## src/rtl/fxyz_sweep_if.sv

```systemverilog
// fxyz_sweep_if: host/datapath bundle for the fxyz truth-table sweep controller.
// Handshake: start is a level request. The controller samples it only while idle,
// that is, while state_dbg reads IDLE. An accepted start makes busy rise on the
// next edge. busy then stays high until the one-cycle done pulse has been seen.
// A start with an illegal func_sel is answered by a one-cycle err_sel pulse instead.
interface fxyz_sweep_if #(
    parameter int NUM_FUNCS = 5
);
    logic                 start;
    logic [2:0]           func_sel;
    logic [7:0]           expected;
    logic [NUM_FUNCS-1:0] f_in;
    logic                 x;
    logic                 y;
    logic                 z;
    logic                 busy;
    logic                 done;
    logic [7:0]           table_out;
    logic                 match;
    logic                 err_sel;
    logic [1:0]           state_dbg;

    // host / datapath side
    modport master (
        output start, func_sel, expected, f_in,
        input  x, y, z, busy, done, table_out, match, err_sel, state_dbg
    );

    // sweep controller side
    modport slave (
        input  start, func_sel, expected, f_in,
        output x, y, z, busy, done, table_out, match, err_sel, state_dbg
    );
endinterface

```

## src/rtl/fxyz_sweep_ctrl.sv

```systemverilog
// fxyz_sweep_ctrl: walks {x,y,z} through 000..111 and holds each vector for
// SETTLE+1 cycles. It samples the selected function output at the end of each
// hold, builds the 8-bit truth table, and flags whether that table matches the
// reference.
// Optional build macro FXYZ_GOLDEN_EN: the reference comes from an internal
// golden ROM indexed by func_sel, and the expected port is ignored.
module fxyz_sweep_ctrl #(
    parameter int NUM_FUNCS = 5,
    parameter int SETTLE    = 1
) (
    input  logic         clk,
    input  logic         rst,
    fxyz_sweep_if.slave  bus
);
    localparam int HW = (SETTLE > 0) ? $clog2(SETTLE + 1) : 1;

    typedef enum logic [1:0] {
        IDLE    = 2'd0,
        APPLY   = 2'd1,
        DONE_ST = 2'd2
    } state_t;

    state_t          state;
    logic [2:0]      sel_q;
    logic [2:0]      idx;
    logic [HW-1:0]   hold_cnt;
    logic [2:0]      vec_q;
    logic [7:0]      table_q;
    logic            busy_q;
    logic            done_q;
    logic            match_q;
    logic            err_q;
    logic            sel_legal;
    logic            hold_last;
    logic            f_bit;
    logic [7:0]      table_next;
    logic [7:0]      ref_table;

`ifdef FXYZ_GOLDEN_EN
    // Known-good tables for functions A..E; bit k is f({x,y,z}=k).
    function automatic logic [7:0] golden_table(input logic [2:0] s);
        case (s)
            3'd0:    golden_table = 8'h04;
            3'd1:    golden_table = 8'h40;
            3'd2:    golden_table = 8'h45;
            3'd3:    golden_table = 8'hA2;
            3'd4:    golden_table = 8'h44;
            default: golden_table = 8'h00;
        endcase
    endfunction

    assign ref_table = golden_table(sel_q);
`else
    logic [7:0] exp_q;

    assign ref_table = exp_q;
`endif

    assign sel_legal = (int'({29'd0, bus.func_sel}) < NUM_FUNCS);
    assign hold_last = (hold_cnt == HW'(SETTLE));
    assign f_bit     = bus.f_in[sel_q];

    // Table as it will look after the current sample lands; lets match use it on the same edge.
    always_comb begin
        table_next      = table_q;
        table_next[idx] = f_bit;
    end

    // Sweep sequencer: IDLE waits for a legal start, APPLY steps vectors, DONE pulses once.
    always_ff @(posedge clk or posedge rst) begin
        if (rst) begin
            state    <= IDLE;
            sel_q    <= 3'd0;
            idx      <= 3'd0;
            hold_cnt <= '0;
            vec_q    <= 3'd0;
            table_q  <= 8'h00;
            busy_q   <= 1'b0;
            done_q   <= 1'b0;
            match_q  <= 1'b0;
            err_q    <= 1'b0;
`ifndef FXYZ_GOLDEN_EN
            exp_q    <= 8'h00;
`endif
        end else begin
            err_q <= 1'b0;
            case (state)
                IDLE: begin
                    if (bus.start) begin
                        if (sel_legal) begin
                            sel_q    <= bus.func_sel;
`ifndef FXYZ_GOLDEN_EN
                            exp_q    <= bus.expected;
`endif
                            table_q  <= 8'h00;
                            match_q  <= 1'b0;
                            idx      <= 3'd0;
                            hold_cnt <= '0;
                            vec_q    <= 3'd0;
                            busy_q   <= 1'b1;
                            state    <= APPLY;
                        end else begin
                            err_q <= 1'b1;
                        end
                    end
                end
                APPLY: begin
                    if (hold_last) begin
                        table_q  <= table_next;
                        hold_cnt <= '0;
                        if (idx == 3'd7) begin
                            done_q  <= 1'b1;
                            match_q <= (table_next == ref_table);
                            state   <= DONE_ST;
                        end else begin
                            idx   <= idx + 3'd1;
                            vec_q <= idx + 3'd1;
                        end
                    end else begin
                        hold_cnt <= hold_cnt + 1'b1;
                    end
                end
                DONE_ST: begin
                    done_q <= 1'b0;
                    busy_q <= 1'b0;
                    state  <= IDLE;
                end
                default: begin
                    state <= IDLE;
                end
            endcase
        end
    end

    assign bus.x         = vec_q[2];
    assign bus.y         = vec_q[1];
    assign bus.z         = vec_q[0];
    assign bus.busy      = busy_q;
    assign bus.done      = done_q;
    assign bus.table_out = table_q;
    assign bus.match     = match_q;
    assign bus.err_sel   = err_q;
    assign bus.state_dbg = state;
endmodule

```

## src/flat_wrapper.sv

```systemverilog
// flat-port wrapper written by rule: the top's interface ports become plain ports
module fxyz_sweep_ctrl_flat 
#(
    parameter int NUM_FUNCS = 5,
    parameter int SETTLE    = 1
)
  (clk, rst, bus_start, bus_func_sel, bus_expected, bus_f_in, bus_x, bus_y, bus_z, bus_busy, bus_done, bus_table_out, bus_match, bus_err_sel, bus_state_dbg);
  fxyz_sweep_if #(.NUM_FUNCS(NUM_FUNCS)) bus_i ();
  input  logic clk;
  input  logic rst;
  input wire logic [$bits(bus_i.start)-1:0] bus_start;
  input wire logic [$bits(bus_i.func_sel)-1:0] bus_func_sel;
  input wire logic [$bits(bus_i.expected)-1:0] bus_expected;
  input wire logic [$bits(bus_i.f_in)-1:0] bus_f_in;
  output wire logic [$bits(bus_i.x)-1:0] bus_x;
  output wire logic [$bits(bus_i.y)-1:0] bus_y;
  output wire logic [$bits(bus_i.z)-1:0] bus_z;
  output wire logic [$bits(bus_i.busy)-1:0] bus_busy;
  output wire logic [$bits(bus_i.done)-1:0] bus_done;
  output wire logic [$bits(bus_i.table_out)-1:0] bus_table_out;
  output wire logic [$bits(bus_i.match)-1:0] bus_match;
  output wire logic [$bits(bus_i.err_sel)-1:0] bus_err_sel;
  output wire logic [$bits(bus_i.state_dbg)-1:0] bus_state_dbg;
  assign bus_i.start = bus_start;
  assign bus_i.func_sel = bus_func_sel;
  assign bus_i.expected = bus_expected;
  assign bus_i.f_in = bus_f_in;
  assign bus_x = bus_i.x;
  assign bus_y = bus_i.y;
  assign bus_z = bus_i.z;
  assign bus_busy = bus_i.busy;
  assign bus_done = bus_i.done;
  assign bus_table_out = bus_i.table_out;
  assign bus_match = bus_i.match;
  assign bus_err_sel = bus_i.err_sel;
  assign bus_state_dbg = bus_i.state_dbg;
  fxyz_sweep_ctrl #(.NUM_FUNCS(NUM_FUNCS), .SETTLE(SETTLE)) u_core (.clk(clk), .rst(rst), .bus(bus_i));
endmodule
```

## config.mk

```make
export PLATFORM = sky130hd
export DESIGN_NAME = fxyz_sweep_ctrl_flat
export DESIGN_NICKNAME = d
export VERILOG_FILES = /design/src/rtl/fxyz_sweep_if.sv /design/src/rtl/fxyz_sweep_ctrl.sv /design/src/flat_wrapper.sv
export SDC_FILE = /design/constraint.sdc
export NUM_CORES = 1
export LEC_CHECK = 0
export CAP_MARGIN = 20
export CORE_ASPECT_RATIO = 0.75
export CORE_MARGIN = 3
export CORE_UTILIZATION = 51
export CTS_CLUSTER_DIAMETER = 100
export DETAILED_ROUTE_END_ITERATION = 12
export PLACE_DENSITY = 0.8
export SETUP_SLACK_MARGIN = 0.3
export SYNTH_ARGS = -nofsm -noshare
export SYNTH_HDL_FRONTEND = slang
export SYNTH_SLANG_ARGS = --single-unit
```

## constraint.sdc

```tcl
create_clock -name clk -period 2.3 [get_ports clk]
set_input_delay 0.23 -clock clk [delete_from_list [all_inputs] [get_ports clk]]
set_output_delay 0.23 -clock clk [all_outputs]
set_load 0.05 [all_outputs]
```

==> results.json <==
{
  "status": "complete, no violations",
  "hpwl_mm": 3.070,
  "rows": 17,
  "cts_max_path_buffers": 2,
  "synth_ff_type": "dfrtp_1",
  "comb_power_share_pct": 56.2,
  "cp_max_fo": 10,
  "drive_above_1_share_pct": 16.43,
  "fin_nets": 228,
  "synth.distinct_cells": 49,
  "ys_warn_count": 0,
  "hold_viol_final": 0,
  "grt_pass1_wl_mm": 7.182,
  "drc_errors": 0,
  "fin_setup_tns_ns": 0,
  "avgRoutedWirePerCell_um": 17.31,
  "synthMuxAreaShare_pct": 13.07,
  "path_buf_inv": 1,
  "setup_ws_ns": 0.3875,
  "min_path_type": "in -> async",
  "grt_max_degree": 30,
  "port_buffers": 35,
  "clock_latency_ns": 0.29,
  "slew_viol_final": 0,
  "syn_inst": 169,
  "cts_tree": "built",
  "netlist.area_leader.share_pct": 42.34,
  "numCtsBuffers": 5,
  "yosysTopAreaCell": "dfrtp_1",
  "power_frac_clock_pct": 12.3,
  "vias": 1470,
  "fmax_mhz": 522.9,
  "fin_crit_sh_pct": 83.15,
  "swShare_pct": 47.70,
  "grt_antenna_before_repair": 0,
  "routed_wl_mm": 4.242,
  "fin_crit_ns": 1.913,
  "tightestPinTransition_ns": 0.5056,
  "grt_usage_pct": 23.26,
  "grt_setup_unrepaired": "no",
  "worstPathCellList": "clkdlybuf4s50_1",
  "maxSlewHeadroom_pct": 66.19,
  "syn_nets": 190,
  "area_growth_pct": 27.66,
  "path_class": "reg -> out",
  "ys_top_cells_by_count": "29 x dfrtp_1, 15 x nor2_1, 13 x o21ai_0, 11 x mux2_2, 10 x mux2i_1",
  "fillers": 225,
  "critPathSlowestCell": "clkdlybuf4s50_1",
  "slowest_delay_ns": 0.87,
  "ir_drop_v": 0.0007568,
  "initial_core_util_pct": 55.58,
  "synthAdderAreaFrac_pct": 1.460,
  "die_x_um": 72.95,
  "cts.sinks": 29,
  "drt_iter0_markers": 175,
  "internal_power_w": 0.001791,
  "synthSimpleGateAreaFrac_pct": 17.37,
  "synth-edff-count": 0,
  "synthArstFlopShare_pct": 100.0,
  "critical-path-top-delay-family": "buffers and inverters",
  "synth-seq-cells": 29,
  "p_sw_w": 0.001633,
  "cts_max_level": 2,
  "crit_arrival_ns": 1.68,
  "start_kind": "flip-flop",
  "p_leak_nw": 0.9510,
  "seqCellArea_um2": 728.2,
  "synth_top_family_by_area": "compound AO/OA/AOI/OAI gates",
  "dieArea_um2": 4100,
  "postRouteAntennaNets": 0,
  "worst_clock_skew_ns": 0.005669,
  "synth-compound-area-share_pct": 18.76,
  "endpoint_kind": "output pin",
  "diodes": 0,
  "setup_violations": 0,
  "num_io_pins": 36,
  "post-place-ws_ns": 0.3202,
  "fin_util_pct": 70.95,
  "syn_area_um2": 1714,
  "core_um2": 3084,
  "synthXorXnorAreaFrac_pct": 3.066,
  "yosysMostFrequentCell": "dfrtp_1",
  "grt_overflow_total": 0,
  "drv_cap": 0,
  "placed_cells": 238,
  "power_frac_seq_pct": 31.5,
  "die_h_um": 56.21,
  "grt_pass1_vias": 1496,
  "synth_area_leaders": "dfrtp_1 42%, mux2_2 7.2%, mux2i_1 5.8%",
  "multiInputGateArea_um2": 920.9,
  "gp_congestion": 0.8808,
  "cts.clk_slew.worst_paths_ns": 0.06,
  "worstPathRequired_ns": 2.07,
  "stdcell_count": 245,
  "first_pass_iters": 4,
  "yosysSeqAreaShare_pct": 42.34,
  "p_per_area_nw_per_um2": 1565,
  "viasPerCell": 6.000,
  "clock_tree.root_cell": "clkbuf_8",
  "avgSynthCellArea_um2": 10.14
}
==> state kept, by name, summed over array words and instances (netlist names) <==
signal                count
u_core.bus.busy           1
u_core.bus.done           1
u_core.bus.err_sel        1
u_core.bus.match          1
u_core.bus.state_dbg      2
u_core.bus.table_out      8
u_core.exp_q              8
u_core.hold_cnt           1
u_core.sel_q              3
u_core.vec_q              3
==> cell usage in the layout (no fill, tap or decap), types with 3 or more instances in the layout <==
master,synthesis,layout
xor2_1,5,5
dfrtp_1,29,27
clkdlybuf4s50_1,0,34
nor2_1,15,15
nor2b_1,3,3
nor3_1,4,4
o22ai_1,4,4
buf_4,0,5
inv_1,5,5
clkbuf_8,0,6
mux2_2,11,11
a31oi_1,4,4
and3_1,4,4
o21ai_0,13,13
nand2_1,5,5
nand2b_1,5,5
mux2i_1,10,10
a21oi_1,4,4
==> cell families (layout without fill, tap and decap cells) <==
family          count (synthesis)  after routing
simple gates                   52             52
compound gates                 45             45
flops                          29             29
mux                            21             21
buf+inv                        14             52
xor+xnor                        6              6
fa+ha+maj                       2              2
==> layout make-up <==
cell class / instances / share of cell area, %
well taps: 38 / 2.173
flip-flops and latches: 29 / 33.28
inverters: 5 / 0.8576
multi-input cells: 126 / 42.08
repair buffers: 40 / 17.67
clock buffers: 7 / 3.945
==> worst register-to-register path, cell delays in order (launching register included) <==
cell and delay [ns]:
dfrtp_1 0.51, buf_4 0.22, nand2b_1 0.26, nand2b_1 0.15
o21ai_0 0.09, a22oi_1 0.24, nand4_1 0.13, o31ai_2 0.18
==> stage by stage <==
stage	power (W)	instance area, um2	hold slack [ns]
final	0.003424	2188	0.3392
after global routing	0.003645	2188	0.3720
after detailed placement	0.002962	2101	0.4875
after CTS	0.003410	2186	0.3557
after global placement	0.002909	2101	0.4791
after floorplan	0.002450	1714	0.3081
==> power groups by stage <==
stage / clock network [W] / registers [W] / logic, W
6_report: 0.000422 / 0.00108 / 0.00192
2_1_floorplan: 0 / 0.00129 / 0.00116
4_1_cts: 0.000434 / 0.00106 / 0.00191
5_1_grt: 0.000465 / 0.00112 / 0.00206
3_3_place_gp: 0 / 0.00106 / 0.00185
3_5_place_dp: 0 / 0.00107 / 0.00189
==> final timing paths <==
kind                                         startpoint                      end  slack [ns]  cells after the start
worst max-delay path            u_core.bus.state_dbg[0]         bus_state_dbg[0]        0.39                      1
worst min-delay path                                rst  u_core.bus.table_out[4]        0.34                      3
worst max register to register          u_core.vec_q[1]         u_core.bus.match        0.45                      7
worst min register to register          u_core.bus.busy          u_core.bus.busy        0.50                      2
max in group asynchronous                           rst          u_core.vec_q[0]        1.66                      3
min in group clk                        u_core.bus.busy          u_core.bus.busy        0.50                      2
==> repair_timing <==
| item | CTS | global route |
|---|---|---|
| buffers inserted | 0 | 0 |
| resized for setup | 1 | 2 |
| hold buffers | 0 | 0 |
| setup endpoints to repair | 1 | 2 |
==> layer usage <==
metal  routed length, um  vias to the layer above  track usage [%]
met5                   0                        -                0
met1                1857                      693            30.16
met2                1910                       69            33.80
li1                    -                      696                -
met3                 384                       12            9.567
met4                  90                        0            10.00
Power figures use the tool's default switching activity.
